`src/rtl/fpu_pkg.sv`:
```
// fpu_pkg: shared widths, exponent limit, flag bit positions and FSM states
// for the floating-point post-add normalizer.
package fpu_pkg;
  localparam int MANT_W = 24;
  localparam int EXP_W = 8;
  localparam logic [EXP_W-1:0] EXP_MAX = '1;
  localparam int FLAG_ZERO = 0;
  localparam int FLAG_UNF = 1;
  localparam int FLAG_OVF = 2;
  typedef enum logic [1:0] {IDLE, NORM, DONE} state_t;
endpackage

```
`src/rtl/fp_normalizer.sv`:
```
// fp_normalizer: normalizes a raw add/sub significand one bit per cycle,
// flagging overflow, underflow and zero, with a valid/ready handshake on both sides.
module fp_normalizer #(
  parameter int MANT_W = fpu_pkg::MANT_W,
  parameter int EXP_W = fpu_pkg::EXP_W
) (
  input  logic              clk,
  input  logic              rst_n,
  input  logic              in_valid,
  output logic              in_ready,
  input  logic [MANT_W:0]   in_mant,
  input  logic [EXP_W-1:0]  in_exp,
  input  logic              in_sign,
  output logic              out_valid,
  input  logic              out_ready,
  output logic [MANT_W-1:0] out_mant,
  output logic [EXP_W-1:0]  out_exp,
  output logic              out_sign,
  output logic [2:0]        out_flags
);
  fpu_pkg::state_t r_state, w_state_nxt;
  logic [MANT_W:0]  r_mant;
  logic [EXP_W-1:0] r_exp;
  logic             r_sign;
  logic [2:0]       r_flags;
  logic             w_zero, w_carry, w_hidden, w_ovf, w_shift;
  logic [EXP_W-1:0] w_exp_inc;

  always_comb begin
    w_zero = r_mant == '0;
    w_carry = r_mant[MANT_W];
    w_hidden = r_mant[MANT_W-1];
    w_exp_inc = r_exp + EXP_W'(1);
    w_ovf = w_carry && (w_exp_inc == '1);
    w_shift = !w_zero && !w_carry && !w_hidden && (r_exp > EXP_W'(1));
  end

  always_ff @(posedge clk or negedge rst_n)
    if (!rst_n) r_state <= fpu_pkg::IDLE;
    else r_state <= w_state_nxt;

  always_comb
    w_state_nxt = (r_state == fpu_pkg::IDLE) ? (in_valid ? fpu_pkg::NORM : fpu_pkg::IDLE) :
                  (r_state == fpu_pkg::NORM) ? (w_shift ? fpu_pkg::NORM : fpu_pkg::DONE) :
                  (r_state == fpu_pkg::DONE) ? (out_ready ? fpu_pkg::IDLE : fpu_pkg::DONE) :
                  fpu_pkg::IDLE;

  always_comb begin
    in_ready = r_state == fpu_pkg::IDLE;
    out_valid = r_state == fpu_pkg::DONE;
  end

  // Working registers double as the result registers; they freeze once DONE is reached.
  always_ff @(posedge clk or negedge rst_n)
    if (!rst_n) begin
      r_mant <= '0;
      r_exp <= '0;
      r_sign <= 1'b0;
      r_flags <= '0;
    end else if (r_state == fpu_pkg::IDLE && in_valid) begin
      r_mant <= in_mant;
      r_exp <= in_exp;
      r_sign <= in_sign;
      r_flags <= '0;
    end else if (r_state == fpu_pkg::NORM) begin
      if (w_zero) begin
        r_exp <= '0;
        r_flags <= 3'(1 << fpu_pkg::FLAG_ZERO);
      end else if (w_carry) begin
        r_mant <= w_ovf ? '0 : r_mant >> 1;
        r_exp <= w_exp_inc;
        r_flags <= w_ovf ? 3'(1 << fpu_pkg::FLAG_OVF) : 3'b000;
      end else if (w_shift) begin
        r_mant <= r_mant << 1;
        r_exp <= r_exp - EXP_W'(1);
      end else if (!w_hidden) begin
        r_exp <= '0;
        r_flags <= 3'(1 << fpu_pkg::FLAG_UNF);
      end
    end

  assign out_mant = r_mant[MANT_W-1:0];
  assign out_exp = r_exp;
  assign out_sign = r_sign;
  assign out_flags = r_flags;
endmodule

```
`config.mk`:
```
export PLATFORM = sky130hd
export DESIGN_NAME = fp_normalizer
export DESIGN_NICKNAME = d
export VERILOG_FILES = /design/src/rtl/fpu_pkg.sv /design/src/rtl/fp_normalizer.sv
export SDC_FILE = /design/constraint.sdc
export NUM_CORES = 1
export LEC_CHECK = 0
export CAP_MARGIN = 20
export CORE_ASPECT_RATIO = 1.4
export CORE_MARGIN = 2
export CORE_UTILIZATION = 35
export CTS_CLUSTER_DIAMETER = 40
export DETAILED_ROUTE_END_ITERATION = 8
export PLACE_DENSITY = 0.62
export SYNTH_ARGS = -nofsm -noshare
export SYNTH_HDL_FRONTEND = slang
export SYNTH_SLANG_ARGS = --single-unit
export TNS_END_PERCENT = 20
```
`constraint.sdc`:
```
create_clock -name clk -period 2.3 [get_ports clk]
set_input_delay 0.575 -clock clk [delete_from_list [all_inputs] [get_ports clk]]
set_output_delay 0.575 -clock clk [all_outputs]
set_load 0.01 [all_outputs]
```
==> results.py, run 1 <==
metrics = {
    "critical_path": {
        "startpoint": "out_exp[0]",
        "r2r-end": "out_exp[6]",
        "cp_data_required_time_ns": 2.49,
        "timing.rr.start": "out_exp[0]",
        "r2r_setup_slack_ns": 0.13,
        "r2r_cells": 7,
        "worst-setup-path-type": "reg2reg",
        "worst_ep_arrival_time_ns": 2.36,
        "crit_fanout": 5,
        "start_kind": "flop",
        "end_kind": "flop",
    },
    "cts": {
        "clock-sinks": 39,
        "htreeDepth": 2,
        "postCtsSetupRepairBufs": 0,
        "clk_path_buf_depth": 2,
        "cts_buffers": 5,
        "clk_latency_ns": 0.30,
        "tritoncts": "built",
        "clkTransAtPathRegs_ns": 0.08,
        "cts_root_buf": "clkbuf_8",
    },
    "yosys": {
        "synth-edff-count": 0,
        "syn_nets": 346,
        "ys_seq_area_frac": 0.347,
        "ys_async_sr_fraction": 1.00,
        "yosys_warnings": 0,
        "ys_types": 58,
        "syn_inst": 304,
        "synth-main-ff-cell": "dfrtp_1",
        "avgSynthCellArea_um2": 9.25,
        "syn_area_um2": 2810,
        "synth-seq-cells": 39,
    },
    "global_route": {
        "antenna_found_initial": 0,
        "grt.overflow.total": 0,
        "grt_pass1_vias": 2785,
        "grt_max_degree": 28,
        "grt_pass1_wl_um": 14100,
        "grt_usage": 0.206,
    },
    "pwr": {
        "power_uw": 5620,
        "power_leakage_uw": 0.00144,
        "powerDensity_nw_per_um2": 1510,
        "vdd_drop_max_mv": 0.681,
    },
    "timing": {
        "fmax_ghz": 0.460,
        "clock_skew_ns": 0.00444,
        "post-route-min-period_ns": 2.17,
        "hold_viol": 0,
        "finalSetupViolations": 0,
        "tightest_slew_ns": 0.532,
        "max_slew_margin": 0.644,
        "finalCritPeriodShare": 0.945,
        "rsz0062_at_grt": "false",
        "timing.setup.tns_ns": 0,
        "fin_hold_ws_ns": 0.233,
        "drv_slew": 0,
    },
    "detailed_routing": {
        "drt_first_iter_violations": 148,
        "wirelength_um": 8570,
        "firstDrtPassIters": 4,
        "ant_nets": 0,
        "drcViolationCount": 0,
        "wl_per_cell_um": 18.5,
        "vias": 2665,
        "drt-vias-per-instance": 5.74,
    },
    "floorplanning": {
        "fp.dieH_um": 110,
        "core_area_um2": 7800,
        "initial_utilization": 0.361,
        "dieArea_um2": 8780,
        "io-pin-count": 76,
        "rows": 38,
        "die_width_um": 79.8,
    },
    "flow_run": {
        "cap_violations": 0,
    },
    "cells_and_area": {
        "drive_gt1_frac": 0.146,
        "diodes": 0,
        "nets": 405,
        "syn_to_final_growth_pct": 31.9,
    },
    "placement": {
        "dp.final_hpwl_um": 6190,
        "portBuffers": 75,
        "gp_congestion": 0.888,
    },
    "outcome": {
        "outcome": "finished clean",
    },
    "min_path": {
        "hold_path_class": "in2async",
    },
}
cell usage after synthesis (7+ instances only):
cell	count	area, µm²
nor2_1	35	131
nand3_1	7	35.0
o21ai_0	19	95.1
inv_1	10	37.5
a22o_1	21	184
buf_6	7	78.8
a22oi_1	7	52.6
dfrtp_1	39	976
nand2_1	11	41.3
buf_4	24	180
clkbuf_1	10	37.5
o221a_1	13	146
cells in the final DEF (no fill, tap or decap), types with 6 or more instances in the layout:
cell type,count
nand2_1,11
o21ai_1,6
a22o_1,21
inv_1,10
o221a_1,13
buf_4,19
nor2_1,35
nor4_1,6
o21ai_0,19
dfrtp_1,39
clkdlybuf4s50_1,74
a22oi_1,7
nand3_1,7
final cells by class:
cell class / count / area [µm²]
fillers: 764 / 4090
clock buffers: 6 / 72.6
multi-input cells: 208 / 1500
clock inverters: 2 / 12.5
repair buffers: 99 / 988
well taps: 100 / 125
flip-flops and latches: 39 / 976
inverters: 10 / 37.5
sequential cells by signal, summed over array words and instances (netlist names):
register   cells
r_state        2
out_exp        8
out_flags      3
r_mant        25
out_sign       1
how the worst max path moves through the flow:
stage / to / slack (ns) / depth (start not counted)
CTS: r_mant[2] / 0.1 / 7
floorplan: r_mant[4] / 0.24 / 7
finish: out_exp[6] / 0.13 / 7
global placement: out_exp[5] / 0.07 / 6
global route: r_mant[20] / 0.008 / 7
detailed placement: out_exp[5] / 0.006 / 6
layer usage:
layer / part of all wire / vias to the layer above / global-route usage
met5: 0 / - / 0
met4: 0.015 / 0 / 0.0775
met3: 0.043 / 13 / 0.0277
met2: 0.54 / 77 / 0.376
met1: 0.40 / 1328 / 0.245
li1: - / 1247 / -
report_power, final:
group | leakage (µW) | internal, µW | switching, µW | total [µW]
combinational | 0.000945 | 1910 | 1770 | 3680
sequential | 0.000457 | 1030 | 440 | 1470
clock | 0.0000412 | 212 | 262 | 475
total | 0.00144 | 3150 | 2470 | 5620
cells by family after synthesis:
kind of cell | share of synthesized area
compound gates | 0.317
simple gates | 0.165
buf+inv | 0.129
flops | 0.347
xor+xnor | 0.0125
fa+ha+maj | 0.0178
mux | 0.0116
timing repair:
action | in CTS | in global routing
endpoints found under the setup margin | 0 | 2
resized for setup | 0 | 4
hold buffers | 0 | 0
stage by stage:
stage                     worst slack (ns)  area [µm²]  cells   util
after detailed placement           0.00606        3610    456  0.462
final                                0.126        3710    464  0.476
after global placement              0.0718        3610    456  0.462
after CTS                           0.0977        3690    464  0.473
after global routing               0.00793        3710    464  0.476
after floorplan                      0.240        2810    304      -
worst max-delay path: stages, from the launching register on:
cell	delay (ns)
dfrtp_1	0.44
inv_1	0.12
ha_1	0.22
or4b_1	0.51
o21a_1	0.20
o21ai_0	0.20
a211oi_1	0.11
a221o_1	0.27
No activity file was read; power rests on OpenSTA's default activity.
==> inputs of run 2 (changes only) <==
--- a/config.mk
+++ b/config.mk
@@ -12,6 +12,7 @@
 export CTS_CLUSTER_DIAMETER = 40
 export DETAILED_ROUTE_END_ITERATION = 8
 export PLACE_DENSITY = 0.62
+export SETUP_SLACK_MARGIN = 0.3
 export SYNTH_ARGS = -nofsm -noshare
 export SYNTH_HDL_FRONTEND = slang
 export SYNTH_SLANG_ARGS = --single-unit
==> run 2 against run 1 <==
Net effect:
- die area stayed put
- total power is 12% higher
- clock power is 3% higher
- hold slack better by 0.0034 ns
- wire length is 4.2% higher
- setup slack better by 0.086 ns
- fmax is 4.1% higher
- largest cell class unchanged
==> results.py, run 2 (synthesis results as in run 1) <==
metrics = {
    "detailed_routing": {
        "firstDrtPassIters": 4,
        "vias": 2705,
        "top_layer": "met4",
        "ant_nets": 0,
        "dr_wl_met2_um": 4810,
        "wirelength_um": 8930,
        "wl_met3_um": 313,
        "wl_met1_um": 3660,
        "wl_per_cell_um": 18.5,
        "drt-vias-per-instance": 5.60,
        "drt_first_iter_violations": 132,
        "drcViolationCount": 0,
    },
    "critical_path": {
        "timing.rr.start": "out_exp[0]",
        "end_kind": "output pin",
        "worst_ep_arrival_time_ns": 1.51,
        "crit_fanout": 4,
        "startpoint": "out_exp[1]",
        "worst-setup-path-type": "reg2out",
        "cp_data_required_time_ns": 1.73,
        "start_kind": "flop",
    },
    "cells_and_area": {
        "final_area_um2": 4060,
        "diodes": 0,
        "final_common_cell": "clkdlybuf4s50_1",
        "syn_to_final_growth_pct": 44.3,
        "drive_gt1_frac": 0.251,
        "largest_register_ff_count": 25,
        "nets": 424,
        "mostFrequentLayoutCells": "73 x clkdlybuf4s50_1, 35 x dfrtp_1, 34 x nor2_1, 34 x buf_4, 21 x a22o_1",
        "largest-register": "r_mant",
    },
    "cts": {
        "cts_root_buf": "clkbuf_8",
        "cts_buffers": 5,
        "clk_latency_ns": 0.31,
        "htreeDepth": 2,
        "clk_path_buf_depth": 2,
        "tritoncts": "built",
        "clkTransAtPathRegs_ns": 0.09,
        "clock-sinks": 39,
    },
    "timing": {
        "fin_hold_ws_ns": 0.236,
        "clock_skew_ns": 0.0151,
        "tightest_slew_ns": 0.591,
        "drv_slew": 0,
        "hold_viol": 0,
        "max_slew_margin": 0.605,
        "fmax_ghz": 0.479,
        "timing.setup.tns_ns": 0,
        "finalCritPeriodShare": 0.908,
        "finalSetupViolations": 0,
        "post-route-min-period_ns": 2.09,
        "rsz0062_at_grt": "true",
    },
    "global_route": {
        "grt_max_degree": 25,
        "grt_pass1_wl_um": 13600,
        "grt_usage": 0.201,
        "antenna_found_initial": 0,
        "grt.overflow.total": 0,
        "grt_pass1_vias": 2676,
    },
    "floorplanning": {
        "die_width_um": 79.8,
        "dieArea_um2": 8780,
        "io-pin-count": 76,
        "initial_utilization": 0.361,
        "core_area_um2": 7800,
        "rows": 38,
        "fp.dieH_um": 110,
    },
    "pwr": {
        "vdd_drop_max_mv": 0.702,
        "power_uw": 6290,
        "powerDensity_nw_per_um2": 1550,
        "power_leakage_uw": 0.00158,
    },
    "placement": {
        "gp_congestion": 0.840,
        "dp.final_hpwl_um": 6220,
        "portBuffers": 75,
        "dpl_cell_area_um2": 3620,
    },
    "outcome": {
        "outcome": "finished clean",
    },
    "min_path": {
        "hold_path_class": "in2async",
    },
    "flow_run": {
        "cap_violations": 0,
    },
}
## run 2: changes by cell type in the layout (fill, tap and decap cells not counted), moves of 3 or more
cell and delta:
a22oi_2 +3, ha_1 -3, buf_6 +3, ha_4 +3
a22oi_1 -3, dfrtp_1 -4, dfrtp_2 +4, buf_4 +15
## run 2: metrics by stage
stage | std cells | setup WS, ns | util
finish | 483 | 0.212 | 0.520
global route | 483 | 0.155 | 0.520
CTS | 473 | 0.217 | 0.485
detailed placement | 459 | 0.0650 | 0.464
global placement | 459 | 0.0870 | 0.464
floorplan | 304 | 0.274 | -
## run 2: final cells by class
type	instances	area, µm²
clock buffers	6	72.6
clock inverters	2	12.5
fillers	754	3740
inverters	10	40.0
multi-input cells	208	1660
flip-flops and latches	39	981
well taps	100	125
repair buffers	118	1170
## run 2: worst paths after layout
kind,end,slack [ns],cells after the start
min in group clk,out_sign,0.49,2
min,r_mant[0],0.24,1
max in group asynchronous,out_exp[1],1.56,2
max reg2reg,r_mant[16],0.22,7
max,out_exp[1],0.21,3
min reg2reg,out_sign,0.49,2
## run 2: where the power goes
group	internal [µW]	total [µW]	switching (µW)
sequential	1030	1510	479
clock	213	487	275
combinational	2300	4290	1990
total	3550	6290	2740
## run 2: routing by layer
| metal | global-route usage | vias up |
|---|---|---|
| met5 | 0 | - |
| met4 | 0.0617 | 0 |
| met3 | 0.0318 | 12 |
| met2 | 0.358 | 65 |
| met1 | 0.248 | 1342 |
| li1 | - | 1286 |
## run 2: repair_timing
| action | 4_1_cts | 5_1_grt |
|---|---|---|
| pin swaps | 3 | 19 |
| setup buffers | 6 | 7 |
| hold buffers | 0 | 0 |
| hold endpoints to repair | 0 | 0 |
| setup endpoints to repair | 34 | 45 |
| resized for setup | 6 | 37 |
| cloned | 0 | 3 |
## run 2: critical path, cell delays in order (launching register included)
cell	delay [ns]
dfrtp_2	0.43
buf_6	0.12
buf_4	0.13
clkdlybuf4s50_1	0.53
